<file path="src/rtl/apb_bridge_nslv.sv">
// Registered APB fabric bridge: one upstream completer fans out to NSLV downstream
// requesters selected by the top address bits, with unmapped-address and timeout errors.
module apb_bridge_nslv #(
    parameter int NSLV    = 4,
    parameter int AWIDTH  = 10,
    parameter int DWIDTH  = 32,
    parameter int TIMEOUT = 255
) (
    input  logic                     PCLK,
    input  logic                     PRESET_N,
    input  logic                     s_psel,
    input  logic                     s_penable,
    input  logic                     s_pwrite,
    input  logic [AWIDTH-1:0]        s_paddr,
    input  logic [DWIDTH-1:0]        s_pwdata,
    input  logic [DWIDTH/8-1:0]      s_pstrb,
    output logic [DWIDTH-1:0]        s_prdata,
    output logic                     s_pready,
    output logic                     s_pslverr,
    output logic [NSLV-1:0]          m_psel,
    output logic                     m_penable,
    output logic                     m_pwrite,
    output logic [AWIDTH-1:0]        m_paddr,
    output logic [DWIDTH-1:0]        m_pwdata,
    output logic [DWIDTH/8-1:0]      m_pstrb,
    input  logic [NSLV*DWIDTH-1:0]   m_prdata,
    input  logic [NSLV-1:0]          m_pready,
    input  logic [NSLV-1:0]          m_pslverr,
    output logic [15:0]              err_cnt,
    input  logic                     err_clr
);

    // state  | meaning
    // IDLE   | waiting for an upstream setup phase
    // SETUP  | downstream psel asserted, penable low
    // ACCESS | downstream penable high, waiting for pready or timeout
    // RESP   | one-cycle upstream completion with captured data/error

    localparam int SELW = $clog2(NSLV);
    localparam int SW   = DWIDTH / 8;
    localparam int TW   = (TIMEOUT > 0) ? $clog2(TIMEOUT + 1) : 1;
    localparam logic [SELW:0]  NSLV_W = NSLV[SELW:0];
    localparam logic [TW-1:0]  TO_W   = TIMEOUT[TW-1:0];

    typedef enum logic [1:0] {
        ST_IDLE,
        ST_SETUP,
        ST_ACCESS,
        ST_RESP
    } state_t;

    state_t             state, state_nxt;
    logic [SELW-1:0]    idx, idx_nxt;
    logic [TW-1:0]      cnt, cnt_nxt;

    logic [NSLV-1:0]    psel_nxt;
    logic               penable_nxt;
    logic               pwrite_nxt;
    logic [AWIDTH-1:0]  paddr_nxt;
    logic [DWIDTH-1:0]  pwdata_nxt;
    logic [SW-1:0]      pstrb_nxt;
    logic [DWIDTH-1:0]  prdata_nxt;
    logic               pready_nxt;
    logic               pslverr_nxt;

    logic [SELW-1:0]    sel_idx;
    logic               sel_mapped;
    logic               sel_pready;
    logic               sel_pslverr;
    logic [DWIDTH-1:0]  sel_rdata;

    function automatic logic [NSLV-1:0] onehot(input logic [SELW-1:0] i);
        logic [NSLV-1:0] v;
        v = '0;
        for (int k = 0; k < NSLV; k++) begin
            if (i == SELW'(k)) v[k] = 1'b1;
        end
        return v;
    endfunction

    assign sel_idx    = s_paddr[AWIDTH-1 -: SELW];
    assign sel_mapped = ({1'b0, sel_idx} < NSLV_W);

    // only the slave currently addressed is ever observed
    always_comb begin
        sel_pready  = 1'b0;
        sel_pslverr = 1'b0;
        sel_rdata   = '0;
        for (int i = 0; i < NSLV; i++) begin
            if (idx == SELW'(i)) begin
                sel_pready  = m_pready[i];
                sel_pslverr = m_pslverr[i];
                sel_rdata   = m_prdata[i*DWIDTH +: DWIDTH];
            end
        end
    end

    always_comb begin
        state_nxt   = state;
        idx_nxt     = idx;
        cnt_nxt     = cnt;
        psel_nxt    = '0;
        penable_nxt = 1'b0;
        pwrite_nxt  = m_pwrite;
        paddr_nxt   = m_paddr;
        pwdata_nxt  = m_pwdata;
        pstrb_nxt   = m_pstrb;
        prdata_nxt  = '0;
        pready_nxt  = 1'b0;
        pslverr_nxt = 1'b0;

        case (state)
            ST_IDLE: begin
                if (s_psel && !s_penable) begin
                    pwrite_nxt = s_pwrite;
                    paddr_nxt  = s_paddr;
                    pwdata_nxt = s_pwdata;
                    pstrb_nxt  = s_pstrb;
                    idx_nxt    = sel_idx;
                    if (sel_mapped) begin
                        state_nxt = ST_SETUP;
                        psel_nxt  = onehot(sel_idx);
                        cnt_nxt   = '0;
                    end else begin
                        state_nxt   = ST_RESP;
                        pready_nxt  = 1'b1;
                        pslverr_nxt = 1'b1;
                    end
                end
            end
            ST_SETUP: begin
                state_nxt   = ST_ACCESS;
                psel_nxt    = onehot(idx);
                penable_nxt = 1'b1;
            end
            ST_ACCESS: begin
                if (sel_pready) begin
                    state_nxt   = ST_RESP;
                    pready_nxt  = 1'b1;
                    prdata_nxt  = m_pwrite ? '0 : sel_rdata;
                    pslverr_nxt = sel_pslverr;
                end else if ((TIMEOUT != 0) && (cnt == TO_W)) begin
                    // abandon the hung slave; select drops with the response
                    state_nxt   = ST_RESP;
                    pready_nxt  = 1'b1;
                    pslverr_nxt = 1'b1;
                end else begin
                    psel_nxt    = onehot(idx);
                    penable_nxt = 1'b1;
                    cnt_nxt     = cnt + 1'b1;
                end
            end
            ST_RESP: begin
                state_nxt = ST_IDLE;
            end
            default: begin
                state_nxt = ST_IDLE;
            end
        endcase
    end

    always_ff @(posedge PCLK or negedge PRESET_N) begin
        if (!PRESET_N) begin
            state     <= ST_IDLE;
            idx       <= '0;
            cnt       <= '0;
            m_psel    <= '0;
            m_penable <= 1'b0;
            m_pwrite  <= 1'b0;
            m_paddr   <= '0;
            m_pwdata  <= '0;
            m_pstrb   <= '0;
            s_prdata  <= '0;
            s_pready  <= 1'b0;
            s_pslverr <= 1'b0;
        end else begin
            state     <= state_nxt;
            idx       <= idx_nxt;
            cnt       <= cnt_nxt;
            m_psel    <= psel_nxt;
            m_penable <= penable_nxt;
            m_pwrite  <= pwrite_nxt;
            m_paddr   <= paddr_nxt;
            m_pwdata  <= pwdata_nxt;
            m_pstrb   <= pstrb_nxt;
            s_prdata  <= prdata_nxt;
            s_pready  <= pready_nxt;
            s_pslverr <= pslverr_nxt;
        end
    end

    // clear takes priority over a coincident error response
    always_ff @(posedge PCLK or negedge PRESET_N) begin
        if (!PRESET_N) begin
            err_cnt <= '0;
        end else if (err_clr) begin
            err_cnt <= '0;
        end else if ((state == ST_RESP) && s_pslverr && (err_cnt != 16'hFFFF)) begin
            err_cnt <= err_cnt + 16'd1;
        end
    end

endmodule

</file>
<file path="config.mk">
export PLATFORM = sky130hd
export DESIGN_NAME = apb_bridge_nslv
export DESIGN_NICKNAME = d
export VERILOG_FILES = /design/src/rtl/apb_bridge_nslv.sv
export SDC_FILE = /design/constraint.sdc
export NUM_CORES = 1
export LEC_CHECK = 0
export ABC_AREA = 1
export CORE_AREA = 2 2 131 133
export DETAILED_ROUTE_END_ITERATION = 8
export DIE_AREA = 0 0 133 135
export DONT_BUFFER_PORTS = 1
export GPL_TIMING_DRIVEN = 0
export HOLD_SLACK_MARGIN = 0.05
export SLEW_MARGIN = 20
export SYNTH_ARGS = -nofsm -noshare
export SYNTH_HDL_FRONTEND = slang
export SYNTH_SLANG_ARGS = --single-unit
export TNS_END_PERCENT = 100
</file>
<file path="constraint.sdc">
create_clock -name PCLK -period 1.8 [get_ports PCLK]
set_input_delay 0.27 -clock PCLK [delete_from_list [all_inputs] [get_ports PCLK]]
set_output_delay 0.27 -clock PCLK [all_outputs]
set_load 0.1 [all_outputs]
</file>
After elaboration in Yosys (flattened, before gate mapping) --
Cells that the tools add are included.
Cells by class: add/sub/neg operators 2, equality and inequality tests 15, reductions and logical operators 12, mux-type cells 45
Operator list (number):
- 2-to-1 mux 32 bit | 7
- 2-to-1 mux 16 bit | 2
- 2-to-1 mux 8 bit | 3
- 2-to-1 mux 1 bit | 23
- adder 16 x 1 -> 16 bit (second input constant) | 1
- != test 16 bit (second input constant) | 1
- case mux 8 bit (2 select lines) | 1
- == test 2 bit (second input constant) | 6
- 2-to-1 mux 4 bit | 3
- case mux 4 bit (3 select lines) | 1
- adder 8 x 1 -> 8 bit (second input constant) | 1
- == test 8 bit (second input constant) | 1
- case mux 2 bit (4 select lines) | 1
- == test 2 x 1 -> 1 bit (second input constant) | 3
- logical NOT 2 bit | 3
- 2-to-1 mux 2 bit | 3
- != test 2 bit (second input constant) | 3
- AND reduction 2 bit | 2
- AND reduction 4 bit | 1
- nonzero test 2 bit | 2
- logical AND 1 bit | 3
- != test 3 bit (second input constant) | 1
- case mux 1 bit (2 select lines) | 1
- logical NOT 1 bit | 1
Word-level totals: bits in registers 114

Depth between registers and ports, before layout --
depth in word-level cells 8, mapped depth 12

Least setup slack after synthesis --
Ideal clock, no wire load.
path kind register to register, from reg err_cnt[0], to reg err_cnt[3], path slack -536 ps, setup time 76 ps, required time 1724 ps, cell stages (with the launch flop) 13, arrival 2260 ps, buffers on the path 1, cell sequence dfrtp_1 ha_1 nand3_2 nor2_4 nand2_2 inv_2 nand2_2 nand2_4 nand2_2 clkinv_2 buf_6 nand2_1 o21ai_1
Between the ends: cells in the longest elaborated chain, start to end 3, elaborated cells between the ends (all ways) 6, classes of those cells add/sub (1); eq/ne (1); mux (2); reduce/logical (2)
Ends and longest elaborated chain:
- start, declared | RTL line 29 | output logic [15:0] err_cnt,
- start signal, assigned | RTL line 199 | err_cnt <= err_cnt + 16'd1;
- adder 16 x 1 -> 16 bit or != test 16 bit (tied branches) | RTL line 199, 198
- 2-to-1 mux 16 bit or logical AND 1 bit (tied branches) | RTL line 198 | end else if ((state == ST_RESP) && s_pslverr && (err_cnt != 16'hFFFF)) begin
- 2-to-1 mux 16 bit or nonzero test 2 bit (tied branches)
Several ways; a longest one is shown, not always the timed one. The select of a mux whose other input is x is not followed. A chain may end at the register's enable or synchronous reset.

==> flow_summary.json <==
{
  "period_needed_ps": 1870,
  "start_kind": "flip-flop",
  "final_core_util": 0.473,
  "vias": 5411,
  "cpPeakStageDelay_ps": 680,
  "crit_path_end_kind": "flip-flop",
  "die_h_um": 135,
  "yosysUniqueCellTypes": 34,
  "syn_area_mm2": 0.00569,
  "wl_per_cell_um": 17.9,
  "drc_errors": 0,
  "final_max_slew_viol_count": 0,
  "start_util": 0.347,
  "cts_root_buf": "clkbuf_16",
  "timing.rr.start": "m_paddr[8]",
  "dpl-instance-area_mm2": 0.00600,
  "final_common_cell": "nand2_1",
  "yosys.area.top_type_share": 0.493,
  "fillCellCount": 1538,
  "grt_usage": 0.205,
  "antenna_found_initial": 2,
  "synth_nets": 922,
  "gp_congestion": 0.916,
  "layout.nets": 1011,
  "coreArea_mm2": 0.0164,
  "skew_ps": 6.37,
  "outcome": "finished, violations left",
  "critPathTopFamily": "flip-flops",
  "synth_edf_count": 0,
  "path_buf_inv": 3,
  "via_per_inst": 5.18,
  "min_period_over_period": 1.04,
  "cts_hold_buf": 47,
  "hold_ws_ps": -391,
  "drt_iter0_drc": 354,
  "postRouteWirelength_mm": 18.7,
  "synth-seq-area-share": 0.493,
  "slew_headroom": 0.355,
  "maxCapViolCount": 0,
  "netlist_top_cells_area": "dfrtp_1 49%, nand2_1 17%, o21ai_0 4.9%",
  "hp-class": "input pin to async pin",
  "seq_area_mm2": 0.00287,
  "grt_max_degree": 113,
  "p_leak_uw": 0.00355,
  "hold_viol_final": 112,
  "crit_fanout": 5,
  "multiInputGateArea_mm2": 0.00294,
  "clockBufferDepth": 2,
  "io_pins": 290,
  "ant_nets": 0,
  "drive_gt1_frac": 0.238,
  "worstSetupPathType": "flip-flop to flip-flop",
  "dieWidth_um": 133,
  "synthArstFlopShare": 1.00,
  "cts_tree": "yes",
  "cts_buffers": 9,
  "dp_hpwl_mm": 13.2,
  "r2r_cells": 9,
  "rows": 47,
  "areaGrowthSynthToFinish_pct": 36.6,
  "crit_arrival_ps": 2150,
  "cts_num_sinks": 112,
  "ff2ff_setup_slack_ps": -70,
  "grt-ovfl-total": 0,
  "rsz0062_at_grt": "true",
  "violations": "hold timing, setup timing",
  "cp.required_ps": 2080,
  "mostFrequentLayoutCells": "243 x nand2_1, 92 x dfrtp_1, 51 x nand3_1",
  "syn_avg_cell_area_um2": 7.81,
  "worstSkewPairLatency_ps": 350,
  "p_total_uw": 17200,
  "synthFlopType": "dfrtp_1",
  "vdd_ir_drop_max_mv": 0.964,
  "crit_chain": "buf_8 -> nor2_4 -> nand2_1 -> nand3_2 -> nand2_4 -> nand3_4 -> buf_6 -> buf_12 -> nor3_4",
  "clk_transition_reported_paths_ps": 80,
  "clock.fmax_ghz": 0.535,
  "yosys_register_bits": 112,
  "worstMarginPinSlew_ps": 967,
  "grt_pass1_wl_mm": 28.6,
  "power-per-cell-area_mw_per_mm2": 2220,
  "synth_top_area_cell": "dfrtp_1",
  "h-tree-depth": 3,
  "port_buffers": 0,
  "synth_warnings": 0,
  "r2r-end": "s_prdata[8]",
  "drt_first_pass_iters": 4,
  "fin_ws_ps": -67.5,
  "setup_viol": 43,
  "fin_area_mm2": 0.00776,
  "synth_cells": 728,
  "dieArea_mm2": 0.0180,
  "slowest_stage": "dfrtp_4",
  "grt_pass1_vias": 5395
}
[state kept, by name, indices dropped and copies added (netlist names)]
name	count
m_psel	4
m_pwdata	32
err_cnt	16
m_pstrb	4
m_pwrite	1
m_penable	1
m_paddr	10
cnt	8
s_pready	1
state	2
s_prdata	32
s_pslverr	1
[layout make-up]
| class | count | area share |
|---|---|---|
| Timing Repair Buffer | 80 | 0.112 |
| Multi-Input combinational cell | 539 | 0.379 |
| Sequential cell | 112 | 0.370 |
| Buffer | 34 | 0.0353 |
| Clock inverter | 7 | 0.0160 |
| Clock buffer | 9 | 0.0290 |
| Tap cell | 220 | 0.0354 |
| Antenna cell | 2 | 0.000645 |
| Inverter | 41 | 0.0224 |
[power breakdown]
part           internal (µW)  switching, µW  total [µW]  leakage (µW)
clock network           1270           1020        2290      0.000169
registers               3190           6180        9370       0.00144
logic                   2320           3230        5540       0.00193
total                   6770          10400       17200       0.00355
[cell usage after synthesis (2+ instances only)]
| cell type | n |
|---|---|
| o22ai_1 | 14 |
| nand2_2 | 3 |
| nand3_2 | 2 |
| nor3_2 | 10 |
| inv_1 | 35 |
| nor2_2 | 3 |
| nor2_1 | 40 |
| nor3_1 | 25 |
| inv_2 | 4 |
| nand3b_1 | 4 |
| o21ai_0 | 56 |
| ha_1 | 6 |
| a21oi_1 | 8 |
| buf_6 | 3 |
| nand3_1 | 53 |
| o21ai_1 | 22 |
| dfrtp_1 | 112 |
| xor2_1 | 5 |
| clkbuf_1 | 23 |
| buf_2 | 9 |
| o21ai_2 | 8 |
| nand2_1 | 264 |
| nand4_1 | 6 |
| o21bai_1 | 3 |
[metrics by stage]
step / std cells / TNS, ps / setup WS, ps
2_1_floorplan: 728 / 0 / 2.95
3_3_place_gp: 948 / -34000 / -472
3_5_place_dp: 948 / -36660 / -432
4_1_cts: 1033 / -2180 / -98.5
5_1_grt: 1044 / -5250 / -127
6_report: 1044 / -1140 / -67.5
[logic make-up (layout without fill, tap and decap cells)]
group | Yosys count | in the layout | synth area share
AND/OR/NAND/NOR | 414 | 414 | 0.317
AO/OA/AOI/OAI | 113 | 113 | 0.110
flip-flops | 112 | 112 | 0.493
buffers and inverters | 77 | 171 | 0.0577
adder cells (fa/ha/maj) | 6 | 6 | 0.0132
XOR/XNOR | 6 | 6 | 0.00924
other | 0 | 2 | 0
[worst max path at each step]
stage | start | to | slack, ps | cells after the start
6_report | m_paddr[8] | s_prdata[8] | -70 | 9
5_1_grt | m_paddr[8] | s_prdata[8] | -130 | 9
4_1_cts | m_paddr[8] | s_prdata[8] | -100 | 9
3_5_place_dp | m_paddr[8] | s_prdata[20] | -430 | 7
3_3_place_gp | m_paddr[8] | s_prdata[20] | -470 | 7
2_1_floorplan | m_paddr[8] | cnt[5] | 3 | 9
[metal layers]
| layer | part of all wire | global-route usage |
|---|---|---|
| met5 | 0 | 0 |
| met4 | 0.028 | 0.0711 |
| met3 | 0.076 | 0.0556 |
| met2 | 0.51 | 0.358 |
| met1 | 0.39 | 0.243 |
[what timing repair did]
item,4_1_cts,5_1_grt
setup buffers,19,6
cloned,5,3
hold endpoints to repair,160,112
setup endpoints to repair,111,104
pin swaps,21,11
resized for setup,119,84
No activity file was read; power rests on OpenSTA's default activity.
